## src/rtl/tick_gen_scan.sv

```systemverilog
// tick_gen_scan: single-clock timebase for the stopwatch.
// This block produces one-cycle clock-enable ticks in the clk domain, so no
// derived or ripple clocks are needed.
//   Channel A (cnt_tick):
//     - Drives the digit counters.
//     - Gated by run; cleared by clr.
//   Channel B (scan_tick):
//     - Free-running.
//     - Steps digit_sel/digit_oh so the display can be multiplexed.
module tick_gen_scan #(
  parameter  int CNT_DIV    = 100000,
  parameter  int SCAN_DIV   = 25000,
  parameter  int NUM_DIGITS = 4,
  localparam int CW = $clog2(CNT_DIV    > 1 ? CNT_DIV    : 2),
  localparam int SW = $clog2(SCAN_DIV   > 1 ? SCAN_DIV   : 2),
  localparam int DW = $clog2(NUM_DIGITS > 1 ? NUM_DIGITS : 2)
) (
  input  logic                  clk,
  input  logic                  reset,
  input  logic                  run,
  input  logic                  clr,
  output logic                  cnt_tick,
  output logic                  scan_tick,
  output logic [DW-1:0]         digit_sel,
  output logic [NUM_DIGITS-1:0] digit_oh
);

  // Degenerate dividers or digit counts make no sense; stop elaboration.
  if (CNT_DIV < 1) begin : g_bad_cnt_div
    $error("tick_gen_scan: CNT_DIV must be >= 1");
  end
  if (SCAN_DIV < 1) begin : g_bad_scan_div
    $error("tick_gen_scan: SCAN_DIV must be >= 1");
  end
  if (NUM_DIGITS < 1) begin : g_bad_num_digits
    $error("tick_gen_scan: NUM_DIGITS must be >= 1");
  end

  // Terminal values.
  // The prescalers wrap on equality, so they never exceed DIV-1.
  localparam logic [CW-1:0] CNT_LAST  = CW'(CNT_DIV - 1);
  localparam logic [SW-1:0] SCAN_LAST = SW'(SCAN_DIV - 1);
  localparam logic [DW-1:0] DIG_LAST  = DW'(NUM_DIGITS - 1);

  logic [CW-1:0]         cnt_pre_q,  cnt_pre_d;
  logic [SW-1:0]         scan_pre_q, scan_pre_d;
  logic                  cnt_tick_d, scan_tick_d;
  logic [DW-1:0]         digit_sel_d;
  logic [NUM_DIGITS-1:0] digit_oh_d;
  logic                  scan_wrap;

  // Count channel next state.
  // Priority: clr beats run; a paused prescaler keeps its phase.
  always_comb begin
    // NOTE: every output of a combinational block gets a default first;
    // otherwise a branch that skips it infers a latch.
    cnt_pre_d  = cnt_pre_q;
    cnt_tick_d = 1'b0;
    if (clr) begin
      cnt_pre_d = '0;
    end else if (run) begin
      if (cnt_pre_q == CNT_LAST) begin
        cnt_pre_d  = '0;
        cnt_tick_d = 1'b1;
      end else begin
        cnt_pre_d = cnt_pre_q + CW'(1);
      end
    end
  end

  // Scan channel next state.
  // It always runs and ignores run/clr. digit_sel advances on the same
  // edge that raises scan_tick.
  always_comb begin
    scan_wrap   = (scan_pre_q == SCAN_LAST);
    scan_pre_d  = scan_wrap ? '0 : scan_pre_q + SW'(1);
    scan_tick_d = scan_wrap;
    digit_sel_d = digit_sel;
    if (scan_wrap) begin
      // Explicit wrap so non-power-of-two digit counts never reach NUM_DIGITS.
      digit_sel_d = (digit_sel == DIG_LAST) ? '0 : digit_sel + DW'(1);
    end
    // Decoded from the next index, so the registered one-hot tracks digit_sel.
    digit_oh_d = NUM_DIGITS'(1) << digit_sel_d;
  end

  // State and output registers.
  // Synchronous reset overrides run and clr. Every output comes from a flop.
  always_ff @(posedge clk) begin
    // NOTE: sequential state uses non-blocking assignments so that all flops
    // sample the same pre-edge values regardless of statement order.
    if (reset) begin
      cnt_pre_q  <= '0;
      scan_pre_q <= '0;
      cnt_tick   <= 1'b0;
      scan_tick  <= 1'b0;
      digit_sel  <= '0;
      digit_oh   <= NUM_DIGITS'(1);
    end else begin
      cnt_pre_q  <= cnt_pre_d;
      scan_pre_q <= scan_pre_d;
      cnt_tick   <= cnt_tick_d;
      scan_tick  <= scan_tick_d;
      digit_sel  <= digit_sel_d;
      digit_oh   <= digit_oh_d;
    end
  end

endmodule

```

## config.mk

```make
export PLATFORM = sky130hd
export DESIGN_NAME = tick_gen_scan
export DESIGN_NICKNAME = d
export VERILOG_FILES = /design/src/rtl/tick_gen_scan.sv
export SDC_FILE = /design/constraint.sdc
export NUM_CORES = 1
export LEC_CHECK = 0
export BUFFER_PORTS_ARGS = -buffer_cell sky130_fd_sc_hd__buf_2
export CAP_MARGIN = 40
export CORE_UTILIZATION = 54
export DETAILED_ROUTE_END_ITERATION = 16
export GPL_TIMING_DRIVEN = 0
export PLACE_DENSITY_LB_ADDON = 0.3
export SLEW_MARGIN = 20
export SYNTH_ARGS = -nofsm -noshare
export SYNTH_HDL_FRONTEND = slang
export SYNTH_SLANG_ARGS = --single-unit
```

## constraint.sdc

```tcl
create_clock -name clk -period 6.4 [get_ports clk]
set_input_delay 0 -clock clk [delete_from_list [all_inputs] [get_ports clk]]
set_output_delay 0 -clock clk [all_outputs]
set_load 0.01 [all_outputs]
```

# Word level (Yosys, flattened, before mapping)

Index checks and enable logic that the tools add are counted.

Add/subtract/negate cells: 3
Equal/unequal tests: 3
Shift operators: 1
Muxes and demuxes: 4
Bitwise logic cells: 1
Reduce and logical (&&, ||, !) cells: 3

Operator list:

| cell                  | count |
|---|---|
| $add 17x1->17 const B | 1 |
| $eq 17x17->1 const B  | 1 |
| $mux 17               | 1 |
| $add 15x1->15 const B | 1 |
| $eq 15x15->1 const B  | 1 |
| $mux 2                | 2 |
| $reduce_or 2->1       | 2 |
| $shl 1x2->4 const A   | 1 |
| $reduce_or 3->1       | 1 |
| $add 2x1->2 const B   | 1 |
| $eq 2x2->1 const B    | 1 |
| $mux 1                | 1 |
| $not 1->1             | 1 |

Bits in registers: 40
Input port bits: 4
Output and inout bits: 8

# Logic depth before layout (Yosys ltp)

Gate-level depths: netlist (run 1).

Depth after elaboration: 4
Mapped depth: 7

# Worst setup path after synthesis (run 1)

No wires, ideal clock.

Kind: register to register
Start point: register scan_pre_q[6]
End point: register digit_oh[2]
Library setup time: 0.070 ns
Arrival: 1.956 ns
Setup slack: 4.373 ns
Cell stages (with the launch flop): 6
Buffers on the path: 1
Period minus slack after synthesis: 2.027 ns
Cell sequence: dfxtp_1 > or4b_1 > or4_4 > buf_6 > or3b_1 > a21oi_1

Longest elaborated chain between the ends: 3

RTL lines:

| item                   | RTL line | source |
|---|---|---|
| from (decl)            | 46       | `logic [SW-1:0] scan_pre_q, scan_pre_d;` |
| from (signal assigned) | 101      | `scan_pre_q <= scan_pre_d;` |
| $eq 15x15->1           | 75       | `scan_wrap = (scan_pre_q == SCAN_LAST);` |
| $mux 2                 | 79       | `if (scan_wrap) begin` |
| $shl 1x2->4            | 84       | `digit_oh_d = NUM_DIGITS'(1) << digit_sel_d;` |
| to (signal assigned)   | 105      | `digit_oh <= digit_oh_d;` |
| to (decl)              | 25       | `output logic [NUM_DIGITS-1:0] digit_oh` |

Every way passes these cells.
A chain may end at the register's enable or synchronous reset.

# Worst setup path in the final report (run 1)

Start point: register cnt_pre_q[0]
End point: register cnt_pre_q[14]

Longest elaborated chain between the ends: 2
Elaborated cells on any way between the ends: 3
Classes of those cells: 1 x add/sub; 1 x eq/ne; 1 x mux

RTL lines:

| item                                          | RTL line | source |
|---|---|---|
| from (decl)                                   | 45       | `logic [CW-1:0] cnt_pre_q, cnt_pre_d;` |
| from (signal assigned)                        | 100      | `cnt_pre_q <= cnt_pre_d;` |
| $add 17x1->17 or $eq 17x17->1 (tied branches) | 66, 62   |  |
| $mux 17 (*)                                   | 62       | `if (cnt_pre_q == CNT_LAST) begin` |

Mark *: on every way between the ends. The rest lies on a longest branch, timed or not.

==> results of run 1 <==
## path summary, 6_finish.rpt
kind / start / end / slack [ns] / depth (start not counted)
max: cnt_pre_q[0] / cnt_pre_q[14] / 4.16 / 6
min: run / cnt_pre_q[1] / 0.06 / 3
max reg2reg: cnt_pre_q[0] / cnt_pre_q[14] / 4.16 / 6
min reg2reg: scan_pre_q[0] / scan_pre_q[0] / 0.47 / 1
## sequential cells by signal, summed over array words and instances, names as in the netlist
signal,cells
digit_sel,2
cnt_pre_q,17
digit_oh,4
cnt_tick,1
scan_tick,1
scan_pre_q,15
## layout make-up
| type | instances | share of cell area [%] |
|---|---|---|
| clock buffers | 6 | 2.61 |
| well taps | 44 | 2.80 |
| repair buffers | 12 | 3.57 |
| multi-input cells | 153 | 47.0 |
| inverters | 6 | 1.15 |
| flip-flops and latches | 40 | 40.8 |
| plain buffers | 6 | 1.59 |
| clock inverters | 2 | 0.510 |
## placed cells by master, fill, tap and decap left out, types with 2 or more instances in the layout
cell type,n
clkbuf_4,5
nor3_1,12
nor2_1,46
nand2_1,9
xnor2_1,23
xor2_1,4
dfxtp_1,40
clkinv_2,2
buf_2,11
nor4bb_1,2
ha_1,3
a21oi_1,4
nor4_1,8
mux2i_1,3
nand3b_1,2
clkbuf_1,4
nand3_1,14
or4b_1,2
nand4_1,7
dlygate4sd3_1,2
inv_1,6
## power groups by stage
stage	registers (mW)	logic (mW)	clock network (mW)
2_1_floorplan	0.258	0.00800	0
3_3_place_gp	0.258	0.0106	0
3_5_place_dp	0.258	0.0109	0
4_1_cts	0.253	0.0119	0.140
5_1_grt	0.253	0.0133	0.149
6_report	0.253	0.0118	0.133
## metal layers
| metal | vias up | track usage (%) | part of all wire (%) |
|---|---|---|---|
| met2 | 28 | 29.5 | 42 |
| met1 | 660 | 27.3 | 52 |
| met5 | - | 0 | 0 |
| li1 | 742 | - | - |
| met4 | 0 | 12.2 | 0.89 |
| met3 | 2 | 5.24 | 4.7 |
## logic make-up (layout without fill, tap and decap cells)
group	after synthesis	count (layout)	synth area share, %
compound gates	9	9	3.24
xor+xnor	27	27	13.3
fa+ha+maj	3	3	2.11
buf+inv	12	32	3.03
flops	40	40	45.1
mux	3	3	1.69
simple gates	111	111	31.6
## synth_stat cells, drive strengths merged
cell type and instances:
or4b 2, nor4 8, nand2 9, mux2i 3, or2 1, clkbuf 4, o31ai 1, nand2b 1
o221ai 1, a31oi 1, xnor2 23, or3b 2, nor2 46, and3 1, nand4 7, nand4bb 1
nor4bb 2, o21ai 1, nand3b 2, nor3 12, a21oi 4, and4 1, buf 2, xor2 4
dfxtp 40, nand3 14, or4 2, o21ba 1, inv 6, ha 3
## what timing repair did
action,CTS,global route
hold buffers,2,0
endpoints found under the setup margin,0,0
setup buffers,0,0
hold endpoints to repair,2,0
## critical path, delay by kind of cell (launching register included)
kind                       cells  cell delay, ns
AOI/OAI and AO/OA              1            0.44
adders and majority gates      1            0.22
buffers and inverters          1            0.42
DFF                            1            0.40
and+or+nand+nor                3            0.65
==> impl_results.md, run 1 <==
- Dpl ws: around 4.2 ns
- Routed Antenna Nets: 0
- Filler cells: slightly below 300
- Vias in the first global route: ~1.2k
- Die Wd: 59.4 microns
- Switch Pwr: 0.0892 mW
- Worst path slowest cell: o21ai_1
- Largest stage delay, worst path: 0.44 ns
- Root buffer cell: clkbuf_4
- DP Cell Count: 259
- Crit. End Element: register
- Total power: 0.397 mW
- Max VDD drop: around 0.13 mV
- Worst Setup Start Kind: register
- Final cell count without fillers: 269
- Clock share of power: 33.4%
- Fin. Hold Viols: 0
- Die Y: 59.4 microns
- Shortest period the worst path allows: ~2.2 ns
- CTS tree: built
- # diodes: 0
- Flop pwr share: 63.6%
- Unrepaired setup endpoints after global routing: no
- Fmax: 447 MHz
- Final instance area: 1960 sq um
- Clk_lat worst skew: 0.35 ns
- Post-synthesis instance total: 205
- Max_cap viols: 0
- Status: completed
- Final period utilization: 34.9%
- Post-route DRC: 0
- Die area: between 3000 and 4000 sq um
- Share of Yosys cell area claimed by the top area cell type: 45.1%
- Final Max Slew Viols: 0
- Mean Syn Cell Area: approximately 8.7 sq um
- CP Cell Sequence: ha_1 > nand3_1 > or2_2 > o21ai_1 > clkbuf_1 > nor2_1
- Aggregate global routing overflow: 0
- Yosys Warn Count: 0
- Vias: about 1.4k
- Hold WC Path Type: in -> reg
- Area of the core: 3080 sq um
- Storage cell area: around 800 sq um
- # clock sinks: 40
- Final layout net count: 231
- Starting density of the core: 57.7%
- I/O pin total: 12
- Slew headroom: 65.6%
- Num rows: 20
- CTS Buffer Depth: 2
- Routed WL: 3250 microns
- DR iter-0 viols: 79
- Internal power: 0.308 mW
- First-pass GRT wire length: 5240 microns
- Sw Ratio: between 20 and 25%
- WP data required: between 6 and 7 ns
- Sequential-to-total area share from yosys stat: 45.1%
- I/O Buffers: 10
- Power share of the combinational group: roughly 3.0%
- Layout cells sized above 1: 10.7%
- Hold_ws: about 0.056 ns
- Placed instance area: 1880 sq um
- DP Wirelength: about 2300 microns
- Clock Pin Slew Worst Setup and Hold Paths: 0.11 ns
- Total GRT Usage: 20.5%
- Pwr Density: 202 nW/um^2
- Largest net degree at the start of global routing: 13
- Multi-input logic area: between 900 and 1000 sq um
- Synth cell types: 33
- Synthesized area: 1780 sq um
- Top post-synthesis cells by area: dfxtp_1, xnor2_1, nor2_1
- Worst-Margin Slew: 0.513 ns
- Lkg Pwr: 0.628 nW
- Worst path arrival time: 2.46 ns
- Final WS setup: 4.16 ns
- Register bit total from synthesis: 40
- Syn nets: 212
- Final setup skew: approximately 0.011 ns
- Initial antenna violation count: 0
- Htree depth: 2
- WL/cell: 12.1 microns
- Area growth, synth to finish: 10.5%
- CTS Buf Count: 5
- Cts repair resizes: 0
- TNS Setup: 0 ns
- First-pass DRT Iterations: 4
- Setup-failing EPs final: 0
- Vias/cell: 5.32
- Share of the core filled with cells: 63.8%
- Placer congestion estimate: between 0.8 and 0.9
- CP max FO: 10
- Area leader, netlist: dfxtp_1
- Worst setup path category: reg -> reg
No activity file was read; power rests on OpenSTA's default activity.
==> run 2, diff against run 1 <==
- CORE_UTILIZATION: 54 -> 53
- clock period: 6.4 -> 1.8 ns (I/O delays scaled with it)
==> run 2 against run 1 <==
Effect of this change: the run now ends with setup timing left; routed wire length grew 2.2%; first-iteration DRC count grew 92%; maximum frequency grew 9.3%; via count grew 4.5%; core utilization grew 4.4 points; final area grew 8.6%.
==> impl_results.md, run 2 (synthesis gave the netlist of run 1 again) <==
- Final period utilization: 114% (was 34.9%)
- Hold WC Path Type: in -> reg (unchanged)
- Num rows: 20 (unchanged)
- Violations in the final reports: setup timing
- Crit. End Element: register (unchanged)
- Worst setup path category: reg -> reg (unchanged)
- Largest regs: cnt_pre_q x17, scan_pre_q x15, digit_oh x4 (unchanged)
- Pwr Density: 669 nW/um^2 (was 202 nW/um^2)
- Slew headroom: 73.9% (was 65.6%)
- CP bufs+invs: 1 (unchanged)
- Hold_sp: run (unchanged)
- Vias: 1,496 (was 1,432)
- Met1 usage: 26.1% (was 27.3%)
- Commonest cells after routing, fill and taps aside: dfxtp_1, nor2_1, xnor2_1, nand3_1, nor3_1 (was nor2_1, dfxtp_1, xnor2_1, nand3_1, nor3_1)
- Worst setup path startpoint: scan_pre_q[6] (was cnt_pre_q[0])
- Max_cap viols: 0 (unchanged)
- GR met3 Demand/Resource: 7.14% (was 5.24%)
- # diodes: 0 (unchanged)
- Total GRT Usage: 20.8% (was 20.5%)
- Final instance area: 2130 sq um (was 1960 sq um)
- Final layout net count: 238 (was 231)
- Final WS setup: -0.244 ns (was 4.16 ns)
- Die Wd: 59.9 microns (was 59.4 microns)
- Shortest period the worst path allows: 2.04 ns (was 2.24 ns)
- Die Y: 59.9 microns (was 59.4 microns)
- Largest stage delay, worst path: 0.52 ns (was 0.44 ns)
- # clock sinks: 40 (unchanged)
- Final setup skew: 0.00838 ns (was 0.0111 ns)
- CTS Buf Count: 5 (unchanged)
- Htree depth: 2 (unchanged)
- Starting density of the core: 56.8% (was 57.7%)
- I/O Buffers: 10 (unchanged)
- CTS tree: built (unchanged)
- Clk_lat worst skew: 0.34 ns (was 0.35 ns)
- I/O pin total: 12 (unchanged)
- DP Wirelength: 2150 microns (was 2260 microns)
- WP data required: 2.08 ns (was 6.63 ns)
- DR iter-0 viols: 152 (was 79)
- First-pass GRT wire length: 5570 microns (was 5240 microns)
- Worst path slowest cell: or4b_4 (was o21ai_1)
- First-pass DRT Iterations: 4 (unchanged)
- Clock Pin Slew Worst Setup and Hold Paths: 0.11 ns (about the same)
- Max FFs per register: 17 (unchanged)
- Largest net degree at the start of global routing: 12 (was 13)
- Initial antenna violation count: 0 (unchanged)
- Largest delay contributor family on the critical path: simple AND/OR/NAND/NOR gates (unchanged)
- Lkg Pwr: 0.675 nW (was 0.628 nW)
- M2 GR Usage: 34.0% (was 29.5%)
- Post-route DRC: 0 (unchanged)
- Placer congestion estimate: 0.812 (was 0.832)
- Vias in the first global route: 1,361 (was 1,192)
- Worst Setup Start Kind: register (unchanged)
- Most common cell after layout, fill and taps aside: dfxtp_1 (was nor2_1)
- Multi-input logic area: 996 sq um (was 922 sq um)
- WL/cell: 12.0 microns (was 12.1 microns)
- Vias/cell: 5.42 (was 5.32)
- Status: finished with violations (was completed)
- Setup-failing EPs final: 20 (was 0)
- CP max FO: 6 (was 10)
- Filler cells: 258 (was 289)
- Max VDD drop: 0.371 mV (was 0.125 mV)
- Final Max Slew Viols: 0 (unchanged)
- Most used routing layer: met2 (unchanged)
- Aggregate global routing overflow: 0 (unchanged)
- Die area: 3590 sq um (was 3520 sq um)
- Area growth, synth to finish: 20.0% (was 10.5%)
- Fmax: 489 MHz (was 447 MHz)
- Storage cell area: 810 sq um (was 801 sq um)
- Fin. Hold Viols: 0 (unchanged)
- CP Cell Sequence: or4b_4 > or4_4 > buf_6 > or3b_1 > a21oi_1 (was ha_1 > nand3_1 > or2_2 > o21ai_1 > clkbuf_1 > nor2_1)
- Unrepaired setup endpoints after global routing: yes (was no)
- CTS Buffer Depth: 2 (unchanged)
- Routed WL: 3320 microns (was 3250 microns)
- Worst-Margin Slew: 0.391 ns (was 0.513 ns)
- Worst path arrival time: 2.32 ns (was 2.46 ns)
- Routed Antenna Nets: 0 (unchanged)
- Root buffer cell: clkbuf_4 (unchanged)
- Area of the core: 3130 sq um (was 3080 sq um)
- Layout cells sized above 1: 22.8% (was 10.7%)
- Reg2reg start: scan_pre_q[6] (was cnt_pre_q[0])
- Placed instance area: 1890 sq um (was 1880 sq um)
- Hold_ws: 0.0786 ns (was 0.0563 ns)
- Largest Register: cnt_pre_q (unchanged)
## run 2: repair_timing
item / in CTS / in global routing
setup buffers: 5 / 1
cloned: 1 / 0
setup endpoints to repair: 31 / 31
pin swaps: 13 / 3
hold endpoints to repair: 2 / 0
hold buffers: 2 / 0
gates resized for setup: 12 / 17
## run 2: layout make-up
| cell class | count | share of cell area (%) |
|---|---|---|
| buffer | 6 | 2.23 |
| clock buffer | 8 | 2.76 |
| multi-input combinational | 153 | 46.7 |
| sequential | 40 | 38.0 |
| timing repair buffer | 19 | 6.69 |
| tap | 44 | 2.58 |
| inverter | 6 | 1.06 |
## run 2: layer usage
layer	routed length, microns	up-vias
met1	1700	692
met4	36	0
met3	145	7
li1	-	763
met5	0	-
met2	1440	34
## run 2: tightest hold or removal path, cell delays in order
cell and delay (ns):
clkbuf_1 0.16, mux2i_1 0.15, nor2_1 0.07
## run 2: per-stage QoR
step                      setup WS, ns  power [mW]  std cells  util (%)  setup TNS, ns
after floorplan                 -0.123       0.947        205         -         -0.523
after global placement          -0.352       0.957        259      60.6          -5.44
after detailed placement        -0.380       0.959        259      60.6          -5.51
after CTS                       -0.251        1.43        275      66.3          -2.94
after global routing            -0.294        1.49        276      68.2          -3.96
final                           -0.244        1.43        276      68.2          -3.16
## run 2: worst paths after layout
kind,endpoint,slack (ns),cells past startpoint
setup / recovery,digit_oh[2],-0.24,5
hold / removal,cnt_pre_q[1],0.08,3
setup reg to reg,digit_oh[2],-0.24,5
hold reg to reg,scan_pre_q[0],0.46,1
## run 2: power breakdown
| part | leakage, nW | internal [mW] | switching [mW] |
|---|---|---|---|
| logic | 0.317 | 0.0302 | 0.0325 |
| registers | 0.325 | 0.891 | 0.00756 |
| clock network | 0.0326 | 0.193 | 0.272 |
| total | 0.675 | 1.11 | 0.312 |
==> run 3, diff against run 2 <==
- CTS_BUF_LIST: default -> sky130_fd_sc_hd__clkbuf_4 sky130_fd_sc_hd__clkbuf_8 sky130_fd_sc_hd__clkbuf_16
==> run 3 against run 2 <==
Effect of this change: the flow still finishes with violations (setup timing); global-route usage barely moved; sequential cell count did not move; critical endpoint unchanged; clock power rose by 7.5%; first-iteration DRC count fell by 18%; critical path depth did not move; sequential power barely moved; final area rose by 0.35%.
==> impl_results.md, run 3 (synthesis gave the netlist of run 1 again) <==
- Final setup skew: 0.00984 ns (was 0.00838 ns)
- Commonest cells after routing, fill and taps aside: dfxtp_1, nor2_1, xnor2_1, nand3_1, nor3_1 (unchanged)
- Largest regs: cnt_pre_q x17, scan_pre_q x15, digit_oh x4 (unchanged)
- Path depth of the worst reg2reg path: 5 (unchanged)
- Routed WL: 3390 microns (was 3320 microns)
- Vias/cell: 5.45 (was 5.42)
- Vias in the first global route: 1,357 (was 1,361)
- Clock Pin Slew Worst Setup and Hold Paths: 0.12 ns (was 0.11 ns)
- Shortest period the worst path allows: 2.06 ns (was 2.04 ns)
- Fin. Hold Viols: 0 (unchanged)
- Violations in the final reports: setup timing (unchanged)
- Post-route DRC: 0 (unchanged)
- Final Max Slew Viols: 0 (unchanged)
- CP max FO: 4 (was 6)
- Dpl ws: -0.380 ns (unchanged)
- CTS Buffer Depth: 2 (unchanged)
- Final WS setup: -0.256 ns (was -0.244 ns)
- Placer congestion estimate: 0.812 (unchanged)
- Most common cell after layout, fill and taps aside: dfxtp_1 (unchanged)
- Die area: 3590 sq um (unchanged)
- Aggregate global routing overflow: 0 (unchanged)
- Max VDD drop: 0.368 mV (was 0.371 mV)
- CTS tree: built (unchanged)
- Vias: 1,504 (was 1,496)
- Crit. End Element: register (unchanged)
- Hold Path Stages: 3 (unchanged)
- Layout cells sized above 1: 23.7% (was 22.8%)
- Status: finished with violations (unchanged)
- DR iter-0 viols: 124 (was 152)
- Worst path arrival time: 2.33 ns (was 2.32 ns)
- Max_cap viols: 0 (unchanged)
- I/O Buffers: 10 (unchanged)
- Die Wd: 59.9 microns (unchanged)
- Worst Setup Start Kind: register (unchanged)
- R2r endpoint: digit_oh[2] (unchanged)
- Reg2reg start: scan_pre_q[4] (was scan_pre_q[6])
- Unrepaired setup endpoints after global routing: yes (unchanged)
- Starting density of the core: 56.8% (unchanged)
- WP data required: 2.08 ns (about the same)
- Clk_lat worst skew: 0.34 ns (about the same)
- DP Wirelength: 2150 microns (unchanged)
- Fmax: 486 MHz (was 489 MHz)
- Flop-to-flop setup slack: -0.26 ns (was -0.24 ns)
- CTS Buf Count: 5 (unchanged)
- # clock sinks: 40 (unchanged)
- Hold WC Path Type: in -> reg (unchanged)
- Pwr Density: 683 nW/um^2 (was 669 nW/um^2)
- Root buffer cell: clkbuf_4 (unchanged)
- Num rows: 20 (unchanged)
- Htree depth: 2 (unchanged)
- Largest Register: cnt_pre_q (unchanged)
- Hold_ws: 0.0781 ns (was 0.0786 ns)
- Hold EP: cnt_pre_q[1] (unchanged)
- Initial antenna violation count: 0 (unchanged)
- Die Y: 59.9 microns (unchanged)
- Lkg Pwr: 0.682 nW (was 0.675 nW)
- Final period utilization: 114% (about the same)
- Setup-failing EPs final: 20 (unchanged)
- Worst setup path category: reg -> reg (unchanged)
- First-pass GRT wire length: 5580 microns (was 5570 microns)
- Largest net degree at the start of global routing: 12 (unchanged)
- Total GRT Usage: 20.8% (about the same)
- Area growth, synth to finish: 20.4% (was 20.0%)
- # diodes: 0 (unchanged)
- Slew headroom: 73.1% (was 73.9%)
- TNS Setup: -3.43 ns (was -3.16 ns)
- Final layout net count: 238 (unchanged)
- Routed Antenna Nets: 0 (unchanged)
- I/O pin total: 12 (unchanged)
- Max FFs per register: 17 (unchanged)
- Area of the core: 3130 sq um (unchanged)
- Hold_sp: run (unchanged)
- WL/cell: 12.3 microns (was 12.0 microns)
- Worst-Margin Slew: 0.404 ns (was 0.391 ns)
- First-pass DRT Iterations: 4 (unchanged)
[run 3: cell types whose count changed in the layout (fill, tap and decap cells not counted)]
cell | before | now
clkbuf_1 | 5 | 3
clkbuf_4 | 5 | 7
[run 3: report_power, final]
| part | internal [mW] | switching (mW) |
|---|---|---|
| registers | 0.891 | 0.00756 |
| logic | 0.0302 | 0.0330 |
| clock network | 0.223 | 0.277 |
| total | 1.14 | 0.318 |
[run 3: final cells by class]
class,instances,area [sq um]
Buffer,6,47.5
Clock buffer,8,66.3
Fill cell,253,988
Inverter,6,22.5
Multi-Input combinational cell,153,996
Sequential cell,40,810
Tap cell,44,55.1
Timing Repair Buffer,19,143
[run 3: repair_timing]
item / in CTS / in global routing
gates resized for setup: 12 / 17
hold endpoints to repair: 2 / 0
buffers inserted: 5 / 1
pin swaps: 13 / 2
gates cloned: 1 / 0
setup endpoints to repair: 31 / 31
hold buffers: 2 / 0
[run 3: worst max-delay path by stage]
stage / startpoint / endpoint / slack, ns / depth (start not counted)
after CTS: scan_pre_q[4] / digit_oh[2] / -0.25 / 5
after detailed placement: cnt_pre_q[0] / cnt_pre_q[12] / -0.38 / 6
after floorplan: scan_pre_q[4] / digit_oh[2] / -0.12 / 5
after global placement: cnt_pre_q[0] / cnt_pre_q[14] / -0.35 / 6
after global routing: scan_pre_q[4] / digit_oh[2] / -0.29 / 5
final: scan_pre_q[4] / digit_oh[2] / -0.26 / 5
[run 3: metal layers]
layer / track usage [%] / wire [microns]
met1: 26.4 / 1720
met2: 33.8 / 1500
met3: 7.14 / 133
met4: 5.32 / 36
met5: 0 / 0
[run 3: critical path, stage by stage, from the launching register on]
cell	delay (ns)
dfxtp_4	0.37
or4b_4	0.53
or4_4	0.45
buf_6	0.15
or3b_1	0.37
a21oi_1	0.12
[run 3: metrics by stage]
stage          total power [mW]  area [sq um]  utilization [%]  instances
2_1_floorplan             0.947          1790                -        205
5_1_grt                    1.52          2140             68.4        276
3_5_place_dp              0.959          1890             60.6        259
4_1_cts                    1.47          2080             66.6        275
6_report                   1.46          2140             68.4        276
3_3_place_gp              0.957          1890             60.6        259
